--- src/rtl/sprite_rom_arbiter.sv ---
// Round-robin arbiter sharing one registered palette sprite ROM between NUM_REQ draw engines.
// Returns the ROM colour with a one-hot owner tag, a transparency flag and an optional bounded row lock.
module sprite_rom_arbiter #(
  parameter int                NUM_REQ     = 2,
  parameter int                ADDR_W      = 19,
  parameter int                DATA_W      = 24,
  parameter int                ROM_LATENCY = 2,
  parameter int                MAX_LOCK    = 16,
  parameter logic [DATA_W-1:0] TRANSP_KEY  = DATA_W'(24'hFF0000)
) (
  input  logic                      Clk,
  input  logic                      Reset_n,
  input  logic [NUM_REQ-1:0]        req,
  input  logic [NUM_REQ-1:0]        req_lock,
  input  logic [NUM_REQ*ADDR_W-1:0] req_addr,
  output logic [NUM_REQ-1:0]        gnt,
  output logic [ADDR_W-1:0]         rom_addr,
  input  logic [DATA_W-1:0]         rom_data,
  output logic [NUM_REQ-1:0]        rsp_valid,
  output logic [DATA_W-1:0]         rsp_data,
  output logic                      rsp_transparent
);

  localparam int IDX_W   = (NUM_REQ > 1) ? $clog2(NUM_REQ) : 1;
  localparam int CNT_W   = $clog2(MAX_LOCK + 1);
  localparam bit LOCK_EN = (MAX_LOCK > 1);

  localparam logic [0:0] ST_UNLOCKED = 1'b0;
  localparam logic [0:0] ST_LOCKED   = 1'b1;

  logic [0:0]         lock_state;
  logic [IDX_W-1:0]   lock_owner;
  logic [CNT_W-1:0]   lock_cnt;
  logic [IDX_W-1:0]   rr_ptr;
  logic [IDX_W-1:0]   gnt_idx;
  logic [IDX_W-1:0]   rr_next;
  logic               gnt_any;
  logic               lock_hold;
  logic               accept;
  logic [NUM_REQ-1:0] tag_pipe [ROM_LATENCY+1];

  // The lock only holds the ROM while its owner is still requesting.
  assign lock_hold = (lock_state == ST_LOCKED) && req[lock_owner];

  always_comb begin
    // NOTE: every output of this block is defaulted first so no path can infer a latch.
    gnt     = '0;
    gnt_idx = '0;
    gnt_any = 1'b0;
    if (Reset_n) begin
      if (lock_hold) begin
        gnt_idx = lock_owner;
        gnt_any = 1'b1;
      end else begin
        // Descending scan: the last hit is the one closest to rr_ptr.
        for (int k = NUM_REQ - 1; k >= 0; k--) begin
          if (req[(int'(rr_ptr) + k) % NUM_REQ]) begin
            gnt_idx = IDX_W'((int'(rr_ptr) + k) % NUM_REQ);
            gnt_any = 1'b1;
          end
        end
      end
      if (gnt_any) gnt[gnt_idx] = 1'b1;
    end
  end

  assign accept  = |(req & gnt);
  assign rr_next = (gnt_idx == IDX_W'(NUM_REQ - 1)) ? '0 : gnt_idx + 1'b1;

  // NOTE: sequential state uses non-blocking assignments only, so every flop samples pre-edge values.
  always_ff @(posedge Clk or negedge Reset_n) begin
    if (!Reset_n) begin
      rr_ptr     <= '0;
      rom_addr   <= '0;
      lock_state <= ST_UNLOCKED;
      lock_owner <= '0;
      lock_cnt   <= '0;
    end else begin
      if (accept) begin
        rom_addr <= req_addr[gnt_idx*ADDR_W +: ADDR_W];
        rr_ptr   <= rr_next;
      end

      if (accept && lock_hold) begin
        if (req_lock[lock_owner] && (lock_cnt != CNT_W'(MAX_LOCK - 1))) begin
          lock_cnt <= lock_cnt + 1'b1;
        end else begin
          lock_state <= ST_UNLOCKED;
          lock_cnt   <= '0;
        end
      end else if (accept && LOCK_EN && req_lock[gnt_idx]) begin
        lock_state <= ST_LOCKED;
        lock_owner <= gnt_idx;
        lock_cnt   <= CNT_W'(1);
      end else begin
        lock_state <= ST_UNLOCKED;
        lock_cnt   <= '0;
      end
    end
  end

  // The ROM cannot stall, so the owner tag shifts every cycle alongside the read.
  always_ff @(posedge Clk or negedge Reset_n) begin
    if (!Reset_n) begin
      // NOTE: the tag pipe is reset so in-flight reads never surface as responses after reset.
      for (int i = 0; i <= ROM_LATENCY; i++) tag_pipe[i] <= '0;
    end else begin
      tag_pipe[0] <= accept ? gnt : '0;
      for (int i = 1; i <= ROM_LATENCY; i++) tag_pipe[i] <= tag_pipe[i-1];
    end
  end

  assign rsp_valid       = tag_pipe[ROM_LATENCY];
  assign rsp_data        = rom_data;
  assign rsp_transparent = (|rsp_valid) && (rom_data == TRANSP_KEY);

endmodule
--- config.mk ---
export PLATFORM = sky130hd
export DESIGN_NAME = sprite_rom_arbiter
export DESIGN_NICKNAME = d
export VERILOG_FILES = /design/src/rtl/sprite_rom_arbiter.sv
export SDC_FILE = /design/constraint.sdc
export NUM_CORES = 1
export LEC_CHECK = 0
export BUFFER_PORTS_ARGS = -buffer_cell sky130_fd_sc_hd__buf_2
export CELL_PAD_IN_SITES_DETAIL_PLACEMENT = 2
export CELL_PAD_IN_SITES_GLOBAL_PLACEMENT = 2
export CORE_MARGIN = 1
export CORE_UTILIZATION = 20
export CTS_CLUSTER_SIZE = 16
export DETAILED_ROUTE_END_ITERATION = 8
export PLACE_DENSITY = 0.81
export SKIP_LAST_GASP = 1
export SLEW_MARGIN = 20
export SYNTH_ARGS = -nofsm -noshare
export SYNTH_HDL_FRONTEND = slang
export SYNTH_SLANG_ARGS = --single-unit
--- constraint.sdc ---
create_clock -name Clk -period 1.5 [get_ports Clk]
set_input_delay 0.075 -clock Clk [delete_from_list [all_inputs] [get_ports Clk]]
set_output_delay 0.075 -clock Clk [all_outputs]
set_load 0.1 [all_outputs]
### After elaboration in Yosys (flattened, before gate mapping)

Index checks and enable logic that the tools add are counted.

| word-level totals | value |
|---|---|
| word-level logic and storage cells | 66 |
| bits in registers | 33 |
| input bits | 68 |
| output and inout port bits | 48 |

| cells by class | value |
|---|---|
| shift-type cells | 1 |
| $lt $le $gt $ge | 6 |
| multipliers | 1 |
| add/sub/neg operators | 3 |
| reduce and logical (&&, ||, !) cells | 9 |
| bitwise operators | 3 |
| mux-type cells | 32 |
| eq/ne operators | 3 |

Operators by type and width:

| operator | number |
|---|---|
| 38-bit by 7-bit variable part select with 19-bit output | 1 |
| 1-bit two-way mux | 26 |
| 24-bit == test, second input constant | 1 |
| 5-bit two-way mux | 2 |
| 1-bit by 2-bit < comparator with 1-bit output, second input constant | 4 |
| 1-bit logical AND | 6 |
| 1-bit by 5-bit multiplier with 6-bit output, second input constant | 1 |
| 2-bit two-way mux | 3 |
| 5-bit by 1-bit adder with 5-bit output, second input constant | 1 |
| 5-bit by 4-bit != test with 1-bit output, second input constant | 1 |
| 2-bit OR reduction | 2 |
| 2-bit by 3-bit < comparator with 1-bit output, second input constant | 1 |
| 1-bit adder, second input constant | 2 |
| 2-bit bitwise AND | 1 |
| 2-bit != test, second input constant | 1 |
| 2-bit AND reduction | 1 |
| 1-bit bitwise AND, first input constant | 1 |
| 1-bit demux with 1-bit select | 1 |
| 1-bit greater-or-equal comparator, second input constant | 1 |
| 1-bit inverter | 1 |

### Logic depth before layout (Yosys ltp)

| logic depth | value |
|---|---|
| word-level depth | 20 |
| mapped depth | 5 |

### Least setup slack after synthesis

Ideal clock, no wire load.

| timing | value |
|---|---|
| path kind | input-to-output |
| start | input port rom_data[4] |
| end | output port rsp_transparent |
| stages on the path | 3 |
| setup slack | -1,982 ps |
| data arrival time | 3,407 ps |
| buffers on the path | 0 |
| cell sequence | nor4_1 -> o2111ai_1 -> nor4_1 |

| between the ends | value |
|---|---|
| longest elaborated chain between the ends | 2 |

RTL lines:

| item | line | text |
|---|---|---|
| from (decl) | 18 | `input logic [DATA_W-1:0] rom_data,` |
| 24-bit == test | 115 | `assign rsp_transparent = (\|rsp_valid) && (rom_data == TRANSP_KEY);` |
| 1-bit logical AND | 115 |  |
| to (decl) | 21 | `output logic rsp_transparent` |

Every way passes these cells.

### Final worst setup path

| timing | value |
|---|---|
| start | register lock_state |
| end | output port gnt[0] |

| between the ends | value |
|---|---|
| longest elaborated chain between the ends | 9 |
| elaborated cells on any way between the ends | 12 |
| classes of those cells | order compare: 2; mux: 8; reduce/logical: 2 |

RTL lines:

| item | line | text |
|---|---|---|
| from (decl) | 31 | `logic [0:0] lock_state;` |
| from (signal assigned) | 75 | `lock_state <= ST_UNLOCKED;` |
| from (signal assigned) | 88 | `lock_state <= ST_UNLOCKED;` |
| from (signal assigned) | 92 | `lock_state <= ST_LOCKED;` |
| 1-bit logical AND (*) | 43 | `assign lock_hold = (lock_state == ST_LOCKED) && req[lock_owner];` |
| 1-bit two-way mux | 51 | `if (lock_hold) begin` |
| 1-bit two-way mux | 50 | `if (Reset_n) begin` |
| 1-bit by 2-bit < comparator with 1-bit output (not written as such) or 1-bit greater-or-equal comparator (tied branches) | 63 | `if (gnt_any) gnt[gnt_idx] = 1'b1;` |
| 1-bit logical AND (not written as such) | 63 |  |
| 1-bit two-way mux (not written as such) | 63 |  |
| 1-bit demux with 1-bit select | 63 |  |
| 2-bit two-way mux (*) | 63 |  |
| 2-bit two-way mux (*) | 50 |  |
| to (decl) | 16 | `output logic [NUM_REQ-1:0] gnt,` |

Every way passes the cells marked *; elsewhere a longest branch is shown, timed or not. The select of a mux whose other input is x is not followed.

==> results.json <==
{
  "synth_edf_count": 0,
  "grt_antenna_before_repair": 0,
  "p_leak_nw": 1.42,
  "drtAntennaViolNets": 0,
  "cp_max_fo": 3,
  "grtUsageTotal_pct": 14.5,
  "p_seq_share_pct": 29.5,
  "root_buffer": "clkbuf_8",
  "ios": 116,
  "seq_area_frac_synth_pct": 48.4,
  "synth_nets": 238,
  "die_y_um": 94.4,
  "finalSetupViolCount": 23,
  "cts.clk_slew.worst_paths_ns": 0.07,
  "fin_nets": 355,
  "worstSetupPathType": "reg -> out",
  "clock.fmax_ghz": 0.611,
  "reg2reg_from": "lock_state$_DFFE_PN0P_",
  "grt_pass1_vias": 1926,
  "finalCritPeriodShare_pct": 109,
  "synthTopCellsByArea": "dfrtp_1 (48%), mux2i_1 (12%), buf_4 (11%)",
  "post_synth.cell_area_avg_um2": 10.2,
  "dr.first_iter.drc_count": 11,
  "worst_slack_ns": -0.136,
  "syn_to_final_growth_pct": 59.8,
  "async_flop_share_pct": 100,
  "dp.cells": 366,
  "vias_per_cell": 4.39,
  "synth_warnings": 0,
  "final_hold_viol_count": 0,
  "mostFrequentLayoutCells": "buf_2 (112), dfrtp_1 (33), nand2_1 (23), o21ai_1 (20), mux2i_1 (17)",
  "rsz0062_at_grt": "true",
  "antenna_cells": 0,
  "place.gp.congestion": 0.698,
  "vdd_ir_drop_max_uv": 569,
  "synth_top_cell_area_share_pct": 48.4,
  "wirelength_mm": 6.32,
  "cp.arrival_ns": 1.56,
  "p_per_area_nw_per_um2": 1410,
  "cts_tree": "yes",
  "yosysUniqueCellTypes": 26,
  "dr.pass1.iters": 3,
  "final_common_cell": "buf_2",
  "die_area_um2": 8910,
  "maxCapViolCount": 0,
  "synth_area_um2": 1710,
  "initial_core_util_pct": 20.8,
  "p_int_mw": 1.83,
  "timing.slew.headroom_pct": 66.8,
  "tns_ns": -1.48,
  "clock_skew_ns": 0.00358,
  "route.detailed.drc": 0,
  "clkPwrFrac_pct": 17.0,
  "cp-startpoint": "lock_state$_DFFE_PN0P_",
  "instances_no_fill": 391,
  "synth_seq_cells": 33,
  "yosysTopAreaCell": "dfrtp_1",
  "worstSkewPairLatency_ns": 0.28,
  "syn_inst": 168,
  "grt_max_degree": 21,
  "hp-class": "in -> reg",
  "fillers": 936,
  "overflow": 0,
  "layout-drive-gt1-share_pct": 54.2,
  "cts.sinks": 33,
  "status": "finished with violations",
  "cts_htree_levels": 2,
  "place_hpwl_mm": 4.55,
  "io_buffers": 115,
  "slew_viol_final": 0,
  "vias": 1717,
  "coreArea_um2": 8220,
  "grt_pass1_wl_mm": 9.62,
  "cp-start-kind": "register",
  "numCtsBuffers": 5,
  "die_w_um": 94.4,
  "ctsLongestPathBuffers": 2,
  "swShare_pct": 52.4,
  "r2r_slack_ns": -0.10,
  "worstPathRequired_ns": 1.42,
  "min_from": "req_addr[27]",
  "p_sw_mw": 2.01,
  "core.rowCount": 33,
  "end_kind": "output pin",
  "synth-main-ff-cell": "dfrtp_1",
  "violations": "setup timing",
  "period_needed_ns": 1.64,
  "combPwrFrac_pct": 53.5,
  "wire_per_inst_um": 16.2,
  "max_slew.worst_pin.slew_ns": 0.502
}
-- synth_stat cells, drive strengths merged (2+ instances only) --
library cell   n
dfrtp         33
buf           30
nand2         23
o21ai         22
mux2i         21
inv            6
nand3          5
nor2           5
nor4           4
clkbuf         3
nand4b         3
a21oi          2
ha             2
o2111ai        2
-- cell families (layout without fill, tap and decap cells) --
family | count (synthesis) | count (layout) | share of synthesized area, %
mux | 21 | 21 | 12.3
buf+inv | 39 | 157 | 15.4
compound gates | 29 | 29 | 9.97
flops | 33 | 33 | 48.4
xor+xnor | 2 | 2 | 1.03
simple gates | 42 | 42 | 11.4
fa+ha+maj | 2 | 2 | 1.47
-- flip-flops by register name, summed over array words and instances (netlist names) --
register and flops:
tag_pipe 4, lock_state 1, rr_ptr 1, rsp_valid 2, rom_addr 19, lock_owner 1
lock_cnt 5
-- layout make-up --
| class | count | area (um^2) | share of cell area, % |
|---|---|---|---|
| inverters | 6 | 26.3 | 0.963 |
| clock buffers | 8 | 80.1 | 2.94 |
| flip-flops and latches | 33 | 826 | 30.3 |
| repair buffers | 143 | 962 | 35.3 |
| multi-input cells | 96 | 702 | 25.7 |
| well taps | 105 | 131 | 4.82 |
-- metrics by stage --
step / cell area (um^2) / hold WS, ns / power, mW / setup WS (ns) / util (%)
2_1_floorplan: 1730 / -0.221 / 2.67 / -0.296 / -
3_3_place_gp: 2370 / -0.0891 / 3.05 / 0.0139 / 28.8
3_5_place_dp: 2370 / -0.0875 / 3.09 / -0.107 / 28.8
4_1_cts: 2640 / 0.00146 / 3.84 / -0.151 / 32.2
5_1_grt: 2730 / 0.00929 / 4.00 / -0.210 / 33.2
6_report: 2730 / 0.00755 / 3.84 / -0.136 / 33.2
-- timing repair --
action,in CTS,in global routing
setup endpoints to repair,28,29
gates resized for setup,10,6
setup buffers,5,2
gates cloned,2,2
hold buffers,6,0
pin swaps,5,0
endpoints found under the hold margin,38,0
-- worst max-delay path, cell delays in order, from the launching register on --
cell and delay, ns:
dfrtp_1 0.40, mux2i_1 0.13, buf_4 0.16, o211ai_4 0.18, buf_6 0.13, clkinvlp_4 0.10
buf_12 0.18
-- power by group through the flow --
| stage | registers [mW] | logic, mW | clock network [mW] |
|---|---|---|---|
| detailed placement | 1.15 | 1.94 | 0 |
| global route | 1.15 | 2.14 | 0.709 |
| floorplan | 2.05 | 0.629 | 0 |
| global placement | 1.14 | 1.91 | 0 |
| finish | 1.13 | 2.05 | 0.654 |
| CTS | 1.13 | 2.02 | 0.687 |
-- path summary, 6_finish.rpt --
check / endpoint / depth (start not counted)
setup / recovery: gnt[0] / 6
hold / removal: rom_addr[8]$_DFFE_PN0N_ / 3
setup reg to reg: rom_addr[8]$_DFFE_PN0N_ / 7
hold reg to reg: rsp_valid[1]$_DFF_PN0_ / 0
max in group asynchronous: tag_pipe[3]$_DFF_PN0_ / 3
min in group asynchronous: lock_owner$_DFFE_PN0P_ / 2
-- per-layer routing --
layer | GRT usage (%) | share of wire [%] | vias to the layer above
li1 | - | - | 786
met1 | 13.9 | 35 | 839
met2 | 29.7 | 56 | 87
met3 | 4.35 | 8.9 | 5
met4 | 3.08 | 0.65 | 0
met5 | 0 | 0 | -
Note: power is estimated with default switching activity, not from simulation.
